## src/rtl/bp_pkg.sv

```systemverilog
// Shared types for the branch-predictor update path: train payload and scheduler states.
package bp_pkg;

    localparam int BP_GH = 4;

    typedef struct packed {
        logic [31:0]      pc;
        logic             taken;
        logic [31:0]      target;
        logic [BP_GH-1:0] ghr;
    } bp_train_t;

    typedef enum logic [1:0] {
        RUN     = 2'd0,
        RECOVER = 2'd1,
        SETTLE  = 2'd2
    } bp_sched_state_e;

endpackage

```

## src/rtl/bp_update_scheduler_if.sv

```systemverilog
// Resolver-side request bus plus predictor-side train/recover bus of the update scheduler.
interface bp_update_scheduler_if #(
    parameter int GH     = 4,
    parameter int NREQ   = 2,
    parameter int QDEPTH = 4
);
    logic [NREQ-1:0]        req_valid_i;
    logic [NREQ-1:0]        req_ready_o;
    logic [NREQ*32-1:0]     req_pc_i;
    logic [NREQ-1:0]        req_taken_i;
    logic [NREQ*32-1:0]     req_target_i;
    logic [NREQ*GH-1:0]     req_ghr_i;
    logic                   mispredict_valid_i;
    logic                   mispredict_taken_i;
    logic [GH-1:0]          mispredict_ghr_i;
    logic                   train_valid_o;
    logic [31:0]            train_pc_o;
    logic                   train_actual_taken_o;
    logic [31:0]            train_actual_target_o;
    logic [GH-1:0]          train_ghr_snapshot_o;
    logic                   recover_mispredict_pulse_o;
    logic [GH-1:0]          recover_ghr_snapshot_o;
    logic                   predict_block_o;
    logic [$clog2(QDEPTH):0] queue_count_o;

    modport slave (
        input  req_valid_i, req_pc_i, req_taken_i, req_target_i, req_ghr_i,
        input  mispredict_valid_i, mispredict_taken_i, mispredict_ghr_i,
        output req_ready_o, train_valid_o, train_pc_o, train_actual_taken_o,
        output train_actual_target_o, train_ghr_snapshot_o,
        output recover_mispredict_pulse_o, recover_ghr_snapshot_o,
        output predict_block_o, queue_count_o
    );

    modport master (
        output req_valid_i, req_pc_i, req_taken_i, req_target_i, req_ghr_i,
        output mispredict_valid_i, mispredict_taken_i, mispredict_ghr_i,
        input  req_ready_o, train_valid_o, train_pc_o, train_actual_taken_o,
        input  train_actual_target_o, train_ghr_snapshot_o,
        input  recover_mispredict_pulse_o, recover_ghr_snapshot_o,
        input  predict_block_o, queue_count_o
    );

endinterface

```

## src/rtl/bp_train_fifo.sv

```systemverilog
// Train-entry FIFO; head is readable combinationally, push and pop may coincide.
module bp_train_fifo
    import bp_pkg::*;
#(
    parameter int QDEPTH = 4
) (
    input  logic                    clock_i,
    input  logic                    reset_i,
    input  logic                    push,
    input  logic                    pop,
    input  bp_train_t               wr_data,
    output bp_train_t               rd_data,
    output logic                    full,
    output logic                    empty,
    output logic [$clog2(QDEPTH):0] count
);
    localparam int AW = $clog2(QDEPTH);
    localparam int CW = AW + 1;

    bp_train_t       mem [QDEPTH];
    logic [AW-1:0]   wr_ptr;
    logic [AW-1:0]   rd_ptr;
    logic            push_ok;
    logic            pop_ok;

    assign full    = (count == CW'(QDEPTH));
    assign empty   = (count == '0);
    assign push_ok = push & ~full;
    assign pop_ok  = pop & ~empty;
    assign rd_data = mem[rd_ptr];

    // storage carries no reset: occupancy alone decides what is valid
    always_ff @(posedge clock_i) begin
        if (push_ok) begin
            mem[wr_ptr] <= wr_data;
        end
    end

    always_ff @(posedge clock_i or posedge reset_i) begin
        if (reset_i) begin
            wr_ptr <= '0;
            rd_ptr <= '0;
            count  <= '0;
        end else begin
            if (push_ok) wr_ptr <= wr_ptr + AW'(1);
            if (pop_ok)  rd_ptr <= rd_ptr + AW'(1);
            case ({push_ok, pop_ok})
                2'b10:   count <= count + CW'(1);
                2'b01:   count <= count - CW'(1);
                default: count <= count;
            endcase
        end
    end

endmodule

```

## src/rtl/bp_update_scheduler.sv

```systemverilog
// Round-robin train arbitration into a queue, queue drain to the predictor, and mispredict recovery sequencing.
module bp_update_scheduler
    import bp_pkg::*;
#(
    parameter int GH     = BP_GH,
    parameter int NREQ   = 2,
    parameter int QDEPTH = 4
) (
    input  logic                  clock_i,
    input  logic                  reset_i,
    bp_update_scheduler_if.slave  bus
);
    localparam int RW = (NREQ > 1) ? $clog2(NREQ) : 1;
    localparam int CW = $clog2(QDEPTH) + 1;

    bp_sched_state_e state;
    logic [RW-1:0]   rr;
    logic [RW-1:0]   grant;
    logic            any_valid;
    logic            push;
    logic            pop;
    logic            full;
    logic            empty;
    logic [CW-1:0]   count;
    bp_train_t       wr_data;
    bp_train_t       head;

    logic            train_valid;
    bp_train_t       train_data;
    logic            recover_pulse;
    logic [GH-1:0]   recover_ghr;
    logic            predict_block;

    // first valid requester at or after the round-robin pointer
    always_comb begin
        int idx;
        idx       = 0;
        grant     = '0;
        any_valid = 1'b0;
        for (int k = 0; k < NREQ; k++) begin
            idx = int'(rr) + k;
            if (idx >= NREQ) idx = idx - NREQ;
            if (!any_valid && bus.req_valid_i[idx]) begin
                any_valid = 1'b1;
                grant     = RW'(idx);
            end
        end
    end

    // full is taken from the registered count, so a same-cycle pop never frees a slot
    assign push = any_valid & ~full;
    assign pop  = (state == RUN) & ~empty;

    always_comb begin
        wr_data        = '0;
        wr_data.pc     = bus.req_pc_i[32*int'(grant) +: 32];
        wr_data.taken  = bus.req_taken_i[grant];
        wr_data.target = bus.req_target_i[32*int'(grant) +: 32];
        wr_data.ghr    = bus.req_ghr_i[GH*int'(grant) +: GH];
    end

    always_comb begin
        bus.req_ready_o = '0;
        if (push) bus.req_ready_o[grant] = 1'b1;
    end

    bp_train_fifo #(
        .QDEPTH (QDEPTH)
    ) u_fifo (
        .clock_i (clock_i),
        .reset_i (reset_i),
        .push    (push),
        .pop     (pop),
        .wr_data (wr_data),
        .rd_data (head),
        .full    (full),
        .empty   (empty),
        .count   (count)
    );

    always_ff @(posedge clock_i or posedge reset_i) begin
        if (reset_i) begin
            state         <= RUN;
            rr            <= '0;
            train_valid   <= 1'b0;
            train_data    <= '0;
            recover_pulse <= 1'b0;
            recover_ghr   <= '0;
            predict_block <= 1'b0;
        end else begin
            if (push) begin
                rr <= (int'(grant) == NREQ - 1) ? '0 : grant + RW'(1);
            end

            train_valid <= pop;
            if (pop) train_data <= head;

            // a new mispredict always restarts recovery, even mid-recovery
            if (bus.mispredict_valid_i) begin
                state         <= RECOVER;
                recover_pulse <= 1'b1;
                recover_ghr   <= {bus.mispredict_ghr_i[GH-2:0], bus.mispredict_taken_i};
                predict_block <= 1'b1;
            end else begin
                recover_pulse <= 1'b0;
                case (state)
                    RECOVER: begin
                        state         <= SETTLE;
                        predict_block <= 1'b1;
                    end
                    SETTLE: begin
                        state         <= RUN;
                        predict_block <= 1'b0;
                    end
                    default: begin
                        state         <= RUN;
                        predict_block <= 1'b0;
                    end
                endcase
            end
        end
    end

    assign bus.train_valid_o              = train_valid;
    assign bus.train_pc_o                 = train_data.pc;
    assign bus.train_actual_taken_o       = train_data.taken;
    assign bus.train_actual_target_o      = train_data.target;
    assign bus.train_ghr_snapshot_o       = train_data.ghr;
    assign bus.recover_mispredict_pulse_o = recover_pulse;
    assign bus.recover_ghr_snapshot_o     = recover_ghr;
    assign bus.predict_block_o            = predict_block;
    assign bus.queue_count_o              = count;

endmodule
```

## src/flat_wrapper.sv

```systemverilog
// flat-port wrapper written by rule: the top's interface ports become plain ports
module bp_update_scheduler_flat import bp_pkg::*;
#(
    parameter int GH     = BP_GH,
    parameter int NREQ   = 2,
    parameter int QDEPTH = 4
)
  (clock_i, reset_i, bus_req_valid_i, bus_req_pc_i, bus_req_taken_i, bus_req_target_i, bus_req_ghr_i, bus_mispredict_valid_i, bus_mispredict_taken_i, bus_mispredict_ghr_i, bus_req_ready_o, bus_train_valid_o, bus_train_pc_o, bus_train_actual_taken_o, bus_train_actual_target_o, bus_train_ghr_snapshot_o, bus_recover_mispredict_pulse_o, bus_recover_ghr_snapshot_o, bus_predict_block_o, bus_queue_count_o);
  bp_update_scheduler_if #(.GH(GH), .NREQ(NREQ), .QDEPTH(QDEPTH)) bus_i ();
  input  logic clock_i;
  input  logic reset_i;
  input wire logic [$bits(bus_i.req_valid_i)-1:0] bus_req_valid_i;
  input wire logic [$bits(bus_i.req_pc_i)-1:0] bus_req_pc_i;
  input wire logic [$bits(bus_i.req_taken_i)-1:0] bus_req_taken_i;
  input wire logic [$bits(bus_i.req_target_i)-1:0] bus_req_target_i;
  input wire logic [$bits(bus_i.req_ghr_i)-1:0] bus_req_ghr_i;
  input wire logic [$bits(bus_i.mispredict_valid_i)-1:0] bus_mispredict_valid_i;
  input wire logic [$bits(bus_i.mispredict_taken_i)-1:0] bus_mispredict_taken_i;
  input wire logic [$bits(bus_i.mispredict_ghr_i)-1:0] bus_mispredict_ghr_i;
  output wire logic [$bits(bus_i.req_ready_o)-1:0] bus_req_ready_o;
  output wire logic [$bits(bus_i.train_valid_o)-1:0] bus_train_valid_o;
  output wire logic [$bits(bus_i.train_pc_o)-1:0] bus_train_pc_o;
  output wire logic [$bits(bus_i.train_actual_taken_o)-1:0] bus_train_actual_taken_o;
  output wire logic [$bits(bus_i.train_actual_target_o)-1:0] bus_train_actual_target_o;
  output wire logic [$bits(bus_i.train_ghr_snapshot_o)-1:0] bus_train_ghr_snapshot_o;
  output wire logic [$bits(bus_i.recover_mispredict_pulse_o)-1:0] bus_recover_mispredict_pulse_o;
  output wire logic [$bits(bus_i.recover_ghr_snapshot_o)-1:0] bus_recover_ghr_snapshot_o;
  output wire logic [$bits(bus_i.predict_block_o)-1:0] bus_predict_block_o;
  output wire logic [$bits(bus_i.queue_count_o)-1:0] bus_queue_count_o;
  assign bus_i.req_valid_i = bus_req_valid_i;
  assign bus_i.req_pc_i = bus_req_pc_i;
  assign bus_i.req_taken_i = bus_req_taken_i;
  assign bus_i.req_target_i = bus_req_target_i;
  assign bus_i.req_ghr_i = bus_req_ghr_i;
  assign bus_i.mispredict_valid_i = bus_mispredict_valid_i;
  assign bus_i.mispredict_taken_i = bus_mispredict_taken_i;
  assign bus_i.mispredict_ghr_i = bus_mispredict_ghr_i;
  assign bus_req_ready_o = bus_i.req_ready_o;
  assign bus_train_valid_o = bus_i.train_valid_o;
  assign bus_train_pc_o = bus_i.train_pc_o;
  assign bus_train_actual_taken_o = bus_i.train_actual_taken_o;
  assign bus_train_actual_target_o = bus_i.train_actual_target_o;
  assign bus_train_ghr_snapshot_o = bus_i.train_ghr_snapshot_o;
  assign bus_recover_mispredict_pulse_o = bus_i.recover_mispredict_pulse_o;
  assign bus_recover_ghr_snapshot_o = bus_i.recover_ghr_snapshot_o;
  assign bus_predict_block_o = bus_i.predict_block_o;
  assign bus_queue_count_o = bus_i.queue_count_o;
  bp_update_scheduler #(.GH(GH), .NREQ(NREQ), .QDEPTH(QDEPTH)) u_core (.clock_i(clock_i), .reset_i(reset_i), .bus(bus_i));
endmodule
```

## config.mk

```make
export PLATFORM = sky130hd
export DESIGN_NAME = bp_update_scheduler_flat
export DESIGN_NICKNAME = d
export VERILOG_FILES = /design/src/rtl/bp_pkg.sv /design/src/rtl/bp_update_scheduler_if.sv /design/src/rtl/bp_train_fifo.sv /design/src/rtl/bp_update_scheduler.sv /design/src/flat_wrapper.sv
export SDC_FILE = /design/constraint.sdc
export NUM_CORES = 1
export LEC_CHECK = 0
export CORE_UTILIZATION = 40
export DETAILED_ROUTE_END_ITERATION = 8
export PLACE_DENSITY_LB_ADDON = 0.12
export SLEW_MARGIN = 30
export SYNTH_ARGS = -nofsm -noshare
export SYNTH_HDL_FRONTEND = slang
export SYNTH_SLANG_ARGS = --single-unit
```

## constraint.sdc

```tcl
create_clock -name clock_i -period 5.9 [get_ports clock_i]
set_clock_uncertainty 0.15 [all_clocks]
set_input_delay 1.77 -clock clock_i [delete_from_list [all_inputs] [get_ports clock_i]]
set_output_delay 1.77 -clock clock_i [all_outputs]
set_load 0.03 [all_outputs]
```

==> impl_metrics.toml, run 1 <==
[run_status]
status = "complete, no violations"

[yosys]
cell_types_with_the_largest_area_share_after_synthesis = "sky130_fd_sc_hd__edfxtp_1, sky130_fd_sc_hd__dfrtp_1, sky130_fd_sc_hd__mux4_2, sky130_fd_sc_hd__mux2_4, sky130_fd_sc_hd__mux2_2"
synth.distinct_cells = 28
synth_edf_count = 276
synth.avg_cell_area_sq_um = 22.5
netlist_top_cells_count = "sky130_fd_sc_hd__edfxtp_1, sky130_fd_sc_hd__dfrtp_1, sky130_fd_sc_hd__mux2_2, sky130_fd_sc_hd__mux4_2, sky130_fd_sc_hd__mux2_4"
yosysMostFrequentCell = "sky130_fd_sc_hd__edfxtp_1"
synthesis.yosys.warnings = 0
syn-num-nets = 795
syn-cell-area_sq_um = 14400
post_synthesis_sequential_area_ratio = 0.722
synth_flop_cell = "sky130_fd_sc_hd__edfxtp_1"
synth_top_area_cell = "sky130_fd_sc_hd__edfxtp_1"
flip_flop_and_latch_count_after_synthesis = 361
synth_top_area_share = 0.574
asyncSetResetFlopFracSynth = 0.235
netlist_instances = 641

[placed_design]
place_area_sq_um = 17100
place_congestion = 0.708
count_of_port_buffers_added_during_placement = 227
placed_cells_incl_taps = 1311
place.detailed.hpwl_mm = 17.2

[floorplanning]
design.portCount = 229
fp.dieH_um = 192
die_area_sq_um = 36800
core.rowCount = 69
start_util = 0.406
design.core.area_sq_um = 35600
dieWidth_um = 192

[final_layout]
instances_no_fill = 1380
diodes = 0
areaGrowthSynthToFinish_pct = 27.1
filler_cell_count = 2883
summed_area_of_non_filler_cells_in_the_final_layout_sq_um = 18300
final-seq-area_sq_um = 10400
multiInputGateArea_sq_um = 3710
layout.nets = 1044
fraction_of_final_layout_cells_sized_beyond_drive_strength_1 = 0.314

[min_path]
hold_wc_path_type = "flop to flop"

[setup_path]
critical-path-top-delay-family = "buffers and inverters"
worstSetupStartpointType = "input pin"
worst_ep_arrival_time_ns = 3.69
critical_path_class = "input pin to primary output"
crit_chain = "clkdlybuf4s50_1 > o21a_1 > inv_1 > a21oi_1 > clkdlybuf4s50_1"
crit_path_max_incr_delay_ns = 0.69
worst_path_max_delay_cell = "sky130_fd_sc_hd__clkdlybuf4s50_1"
critical_path_required_ns = 3.98
cp-end-kind = "primary output"
critical_path.most_common_cell = "sky130_fd_sc_hd__clkdlybuf4s50_1"
cp.buffers_inverters = 3
max_fo_critical_path = 7

[global_route]
gr-total-overflow = 0
first_global_vias = 7668
grt_start_max_net_pins = 70
grt_util_all_layers = 0.157
grt_antenna_before_repair = 0
grt_pass1_wl_mm = 43.4

[sta]
worstMarginPinSlew_ns = 0.863
final_hold_violations = 0
maxSlewViolCount = 0
min_period_ns = 5.61
timing.slew.headroom = 0.425
min_period_over_period = 0.950
setup_tns_ns = 0
setup_viol = 0
timing.fmax_mhz = 178
unrepaired_setup_endpoints_after_global_routing = "false"

[power]
leakage_nw = 6.59
power-per-cell-area_nw_per_um2 = 536
ir_drop_uv = 253

[clocking]
post_cts_resized = 0
cts_root_buf = "sky130_fd_sc_hd__clkbuf_16"
cts_tree = "yes"
post_cts_buffers = 0
cts-buffers-inserted = 38
cts-hold-fix-buffers = 0
clock_tree.htree_level_count = 2
clock_insertion_delay_worst_skew_ns = 0.51
clock_path_buffers = 3
cts_sinks = 361
clkTransAtPathRegs_ns = 0.06

[drt]
drt-initial-drc-count = 283
final_ant_viol_nets = 0
route.detailed.vias_per_inst = 5.03
post_drt_wl_per_cell_um = 20.6
dr.pass1.iters = 6
wirelength_mm = 28.5
route.detailed.drc = 0
vias = 6939

[run]
max_cap_viol_count = 0
worst register-to-register path: cells and delay by family, from the launching register on:
kind	cells	cell delay, ns
DFF	1	0.46
buffers and inverters	1	0.19
xor gates and xnor gates	2	0.30
and+or+nand+nor	3	1.03
adders and majority gates	2	0.66
metrics by stage:
stage	util	total power (W)	setup WS [ns]	hold WS, ns
after global placement	0.480	0.00754	0.396	0.304
after global routing	0.516	0.0103	0.233	0.358
final	0.516	0.00983	0.295	0.344
after CTS	0.515	0.0100	0.366	0.333
after floorplan	-	0.00649	1.45	0.291
after detailed placement	0.481	0.00768	0.370	0.325
metal layers:
metal  global-route usage  up-vias  share of wire
met5                    0        -              0
met4               0.0382        0          0.015
met3               0.0305       39          0.049
met2                0.278      179           0.52
met1                0.197     3644           0.42
li1                     -     3077              -
where the power goes:
part	switching (W)	total (W)	internal [W]
Clock	0.000933	0.00228	0.00135
Sequential	0.000417	0.00417	0.00375
Combinational	0.00165	0.00338	0.00174
cell families after synthesis:
family	after synthesis	share of synthesized area
flops	361	0.722
mux	213	0.238
buf+inv	36	0.0233
simple gates	15	0.00633
xor+xnor	6	0.00364
fa+ha+maj	6	0.00572
compound gates	4	0.00165
cell usage in the layout, fill, tap and decap left out, drive strengths merged:
master         instances
or3b                   1
fa                     1
nor2                   2
nand2b                 3
ha                     5
xor2                   1
mux2                 144
clkbuf                51
clkinvlp               1
nand2                  1
a31oi                  1
buf                   13
xnor2                  5
clkdlybuf4s50        227
mux4                  69
nor3                   1
clkinv                14
edfxtp               276
a21oi                  2
and2                   4
o21a                   1
or3                    1
or4b                   1
inv                    6
bufinv                 2
and3                   1
dfrtp                 85
registers in the layout (all words and copies together) (netlist names):
name	flops
u_core.bus.predict_block_o	1
u_core.bus.recover_ghr_snapshot_o	4
u_core.bus.train_actual_taken_o	1
u_core.bus.train_actual_target_o	32
u_core.bus.train_ghr_snapshot_o	4
u_core.bus.train_pc_o	32
u_core.bus.train_valid_o	1
u_core.rr	1
u_core.state	2
u_core.u_fifo.count	3
u_core.u_fifo.mem	276
u_core.u_fifo.rd_ptr	2
u_core.u_fifo.wr_ptr	2
area by class of cell:
class,count,area share
Sequential cell,361,0.568
Multi-Input combinational cell,244,0.202
Timing Repair Buffer,240,0.131
Clock buffer,51,0.0578
Tap cell,461,0.0314
Clock inverter,18,0.00778
Inverter,5,0.00130
path summary, 6_finish.rpt:
path                                               startpoint                                               end  slack, ns  cells after the start
setup / recovery                           bus_req_valid_i[1]                                bus_req_ready_o[0]       0.29                      5
hold / removal                          u_core.rr$_DFFE_PP0N_                             u_core.rr$_DFFE_PP0N_       0.34                      1
setup reg to reg           u_core.u_fifo.count[0]$_DFFE_PP0P_                u_core.u_fifo.count[2]$_DFFE_PP0P_       3.04                      8
hold reg to reg                         u_core.rr$_DFFE_PP0N_                             u_core.rr$_DFFE_PP0N_       0.34                      1
max in group asynchronous                             reset_i  u_core.bus.train_actual_target_o[23]$_DFFE_PP0P_       3.14                      3
min in group asynchronous                             reset_i   u_core.bus.train_actual_target_o[1]$_DFFE_PP0P_       1.58                      2
No activity file was read; power rests on OpenSTA's default activity.
==> run 2, diff against run 1 <==
- CORE_MARGIN: default -> 2
==> impl_metrics.toml, run 2 (same netlist as run 1, synthesis figures left out) <==
[final_layout]
fraction_of_final_layout_cells_sized_beyond_drive_strength_1 = 0.314
most_common_cell_after_layout_fill_and_taps_aside = "sky130_fd_sc_hd__edfxtp_1"
largest_register_ffs = 276
areaGrowthSynthToFinish_pct = 27.3
layout.nets = 1045
most-common-layout-cells = "sky130_fd_sc_hd__edfxtp_1, sky130_fd_sc_hd__clkdlybuf4s50_1, sky130_fd_sc_hd__dfrtp_1, sky130_fd_sc_hd__mux2_2, sky130_fd_sc_hd__mux4_2"
diodes = 0
largest-register = "u_core.u_fifo.mem"

[power]
power.share.combinational = 0.344
power-per-cell-area_nw_per_um2 = 537
internal_power_w = 0.00687
p_sw_frac = 0.303
overall_power_of_the_completed_layout_w = 0.00986
ir_drop_uv = 270
share_seq_of_total_power = 0.422
power.net_switching_w = 0.00299
pwr-share-clk = 0.234
leakage_nw = 6.60

[clocking]
cts-hold-fix-buffers = 0
clock_insertion_delay_worst_skew_ns = 0.51
clock_tree.htree_level_count = 2
clkTransAtPathRegs_ns = 0.05
cts_tree = "yes"
cts-buffers-inserted = 39
post_cts_resized = 0
clock_path_buffers = 3
post_cts_buffers = 0
cts_root_buf = "sky130_fd_sc_hd__clkbuf_16"
cts_sinks = 361

[placed_design]
place_congestion = 0.719
place.detailed.hpwl_mm = 17.7
count_of_port_buffers_added_during_placement = 227

[floorplanning]
dieWidth_um = 194
core.rowCount = 69
design.core.area_sq_um = 35600
design.portCount = 229
die_area_sq_um = 37600
start_util = 0.406
fp.dieH_um = 194

[sta]
setup_viol = 0
final_hold_violations = 0
maxSlewViolCount = 0
timing.slew.headroom = 0.505
worstMarginPinSlew_ns = 0.743
unrepaired_setup_endpoints_after_global_routing = "false"
min_period_ns = 5.59
min_period_over_period = 0.948
timing.fmax_mhz = 179
setup_tns_ns = 0

[drt]
post_drt_wl_per_cell_um = 21.1
wirelength_mm = 29.1
route.detailed.vias_per_inst = 5.04
vias = 6962
drt-initial-drc-count = 269
final_ant_viol_nets = 0
route.detailed.drc = 0
dr.pass1.iters = 4

[setup_path]
critical_path_required_ns = 3.98
critical_path_class = "input pin to primary output"
max_fo_critical_path = 7
worstSetupStartpointType = "input pin"
cp-end-kind = "primary output"
worst_ep_arrival_time_ns = 3.67

[global_route]
grt_util_all_layers = 0.154
gr-total-overflow = 0
grt_start_max_net_pins = 70
grt_antenna_before_repair = 0
first_global_vias = 7777
grt_pass1_wl_mm = 44.9

[run_status]
status = "complete, no violations"

[min_path]
hold_wc_path_type = "flop to flop"

[run]
max_cap_viol_count = 0
==> run 2: stage by stage <==
stage | cells | setup slack (ns) | area (sq um) | hold slack (ns) | util
floorplan | 641 | 1.45 | 14400 | 0.291 | -
global placement | 1309 | 0.382 | 17100 | 0.307 | 0.480
detailed placement | 1310 | 0.371 | 17100 | 0.338 | 0.481
CTS | 1379 | 0.370 | 18300 | 0.345 | 0.516
global route | 1380 | 0.239 | 18400 | 0.367 | 0.517
finish | 1380 | 0.306 | 18400 | 0.356 | 0.517
==> run 2: worst paths after layout <==
check,startpoint,endpoint,slack [ns],cells past startpoint
setup / recovery,bus_req_valid_i[1],bus_req_ready_o[0],0.31,5
min in group asynchronous,reset_i,u_core.bus.train_actual_target_o[1]$_DFFE_PP0P_,1.53,2
setup reg to reg,u_core.u_fifo.count[0]$_DFFE_PP0P_,u_core.u_fifo.count[2]$_DFFE_PP0P_,3.24,8
max in group asynchronous,reset_i,u_core.bus.train_pc_o[17]$_DFFE_PP0P_,3.17,3
hold / removal,u_core.rr$_DFFE_PP0N_,u_core.rr$_DFFE_PP0N_,0.36,1
hold reg to reg,u_core.rr$_DFFE_PP0N_,u_core.rr$_DFFE_PP0N_,0.36,1
==> run 2: final cells by class <==
class / instances / area (sq um)
Inverter: 5 / 23.8
Clock buffer: 58 / 1150
Fill cell: 2878 / 17200
Tap cell: 461 / 577
Multi-Input combinational cell: 244 / 3710
Clock inverter: 11 / 81.3
Timing Repair Buffer: 240 / 2410
Sequential cell: 361 / 10400
==> run 2: critical path, cell delays in order <==
cell and delay [ns]:
sky130_fd_sc_hd__clkdlybuf4s50_1 0.66, sky130_fd_sc_hd__o21a_1 0.34, sky130_fd_sc_hd__inv_1 0.10, sky130_fd_sc_hd__a21oi_1 0.12, sky130_fd_sc_hd__clkdlybuf4s50_1 0.68
==> run 2: layer usage <==
layer / global-route usage / vias up / wire length (um)
met3: 0.0329 / 42 / 1390
met4: 0.0384 / 0 / 503
met2: 0.271 / 179 / 15100
li1: - / 3083 / -
met1: 0.196 / 3658 / 12100
met5: 0 / - / 0
==> run 2: power groups by stage <==
stage                     logic [W]  registers [W]  clock network (W)
after detailed placement    0.00340        0.00428                  0
after global routing        0.00362        0.00426            0.00246
after floorplan             0.00193        0.00456                  0
after CTS                   0.00342        0.00424            0.00236
final                       0.00340        0.00416            0.00230
after global placement      0.00327        0.00428                  0
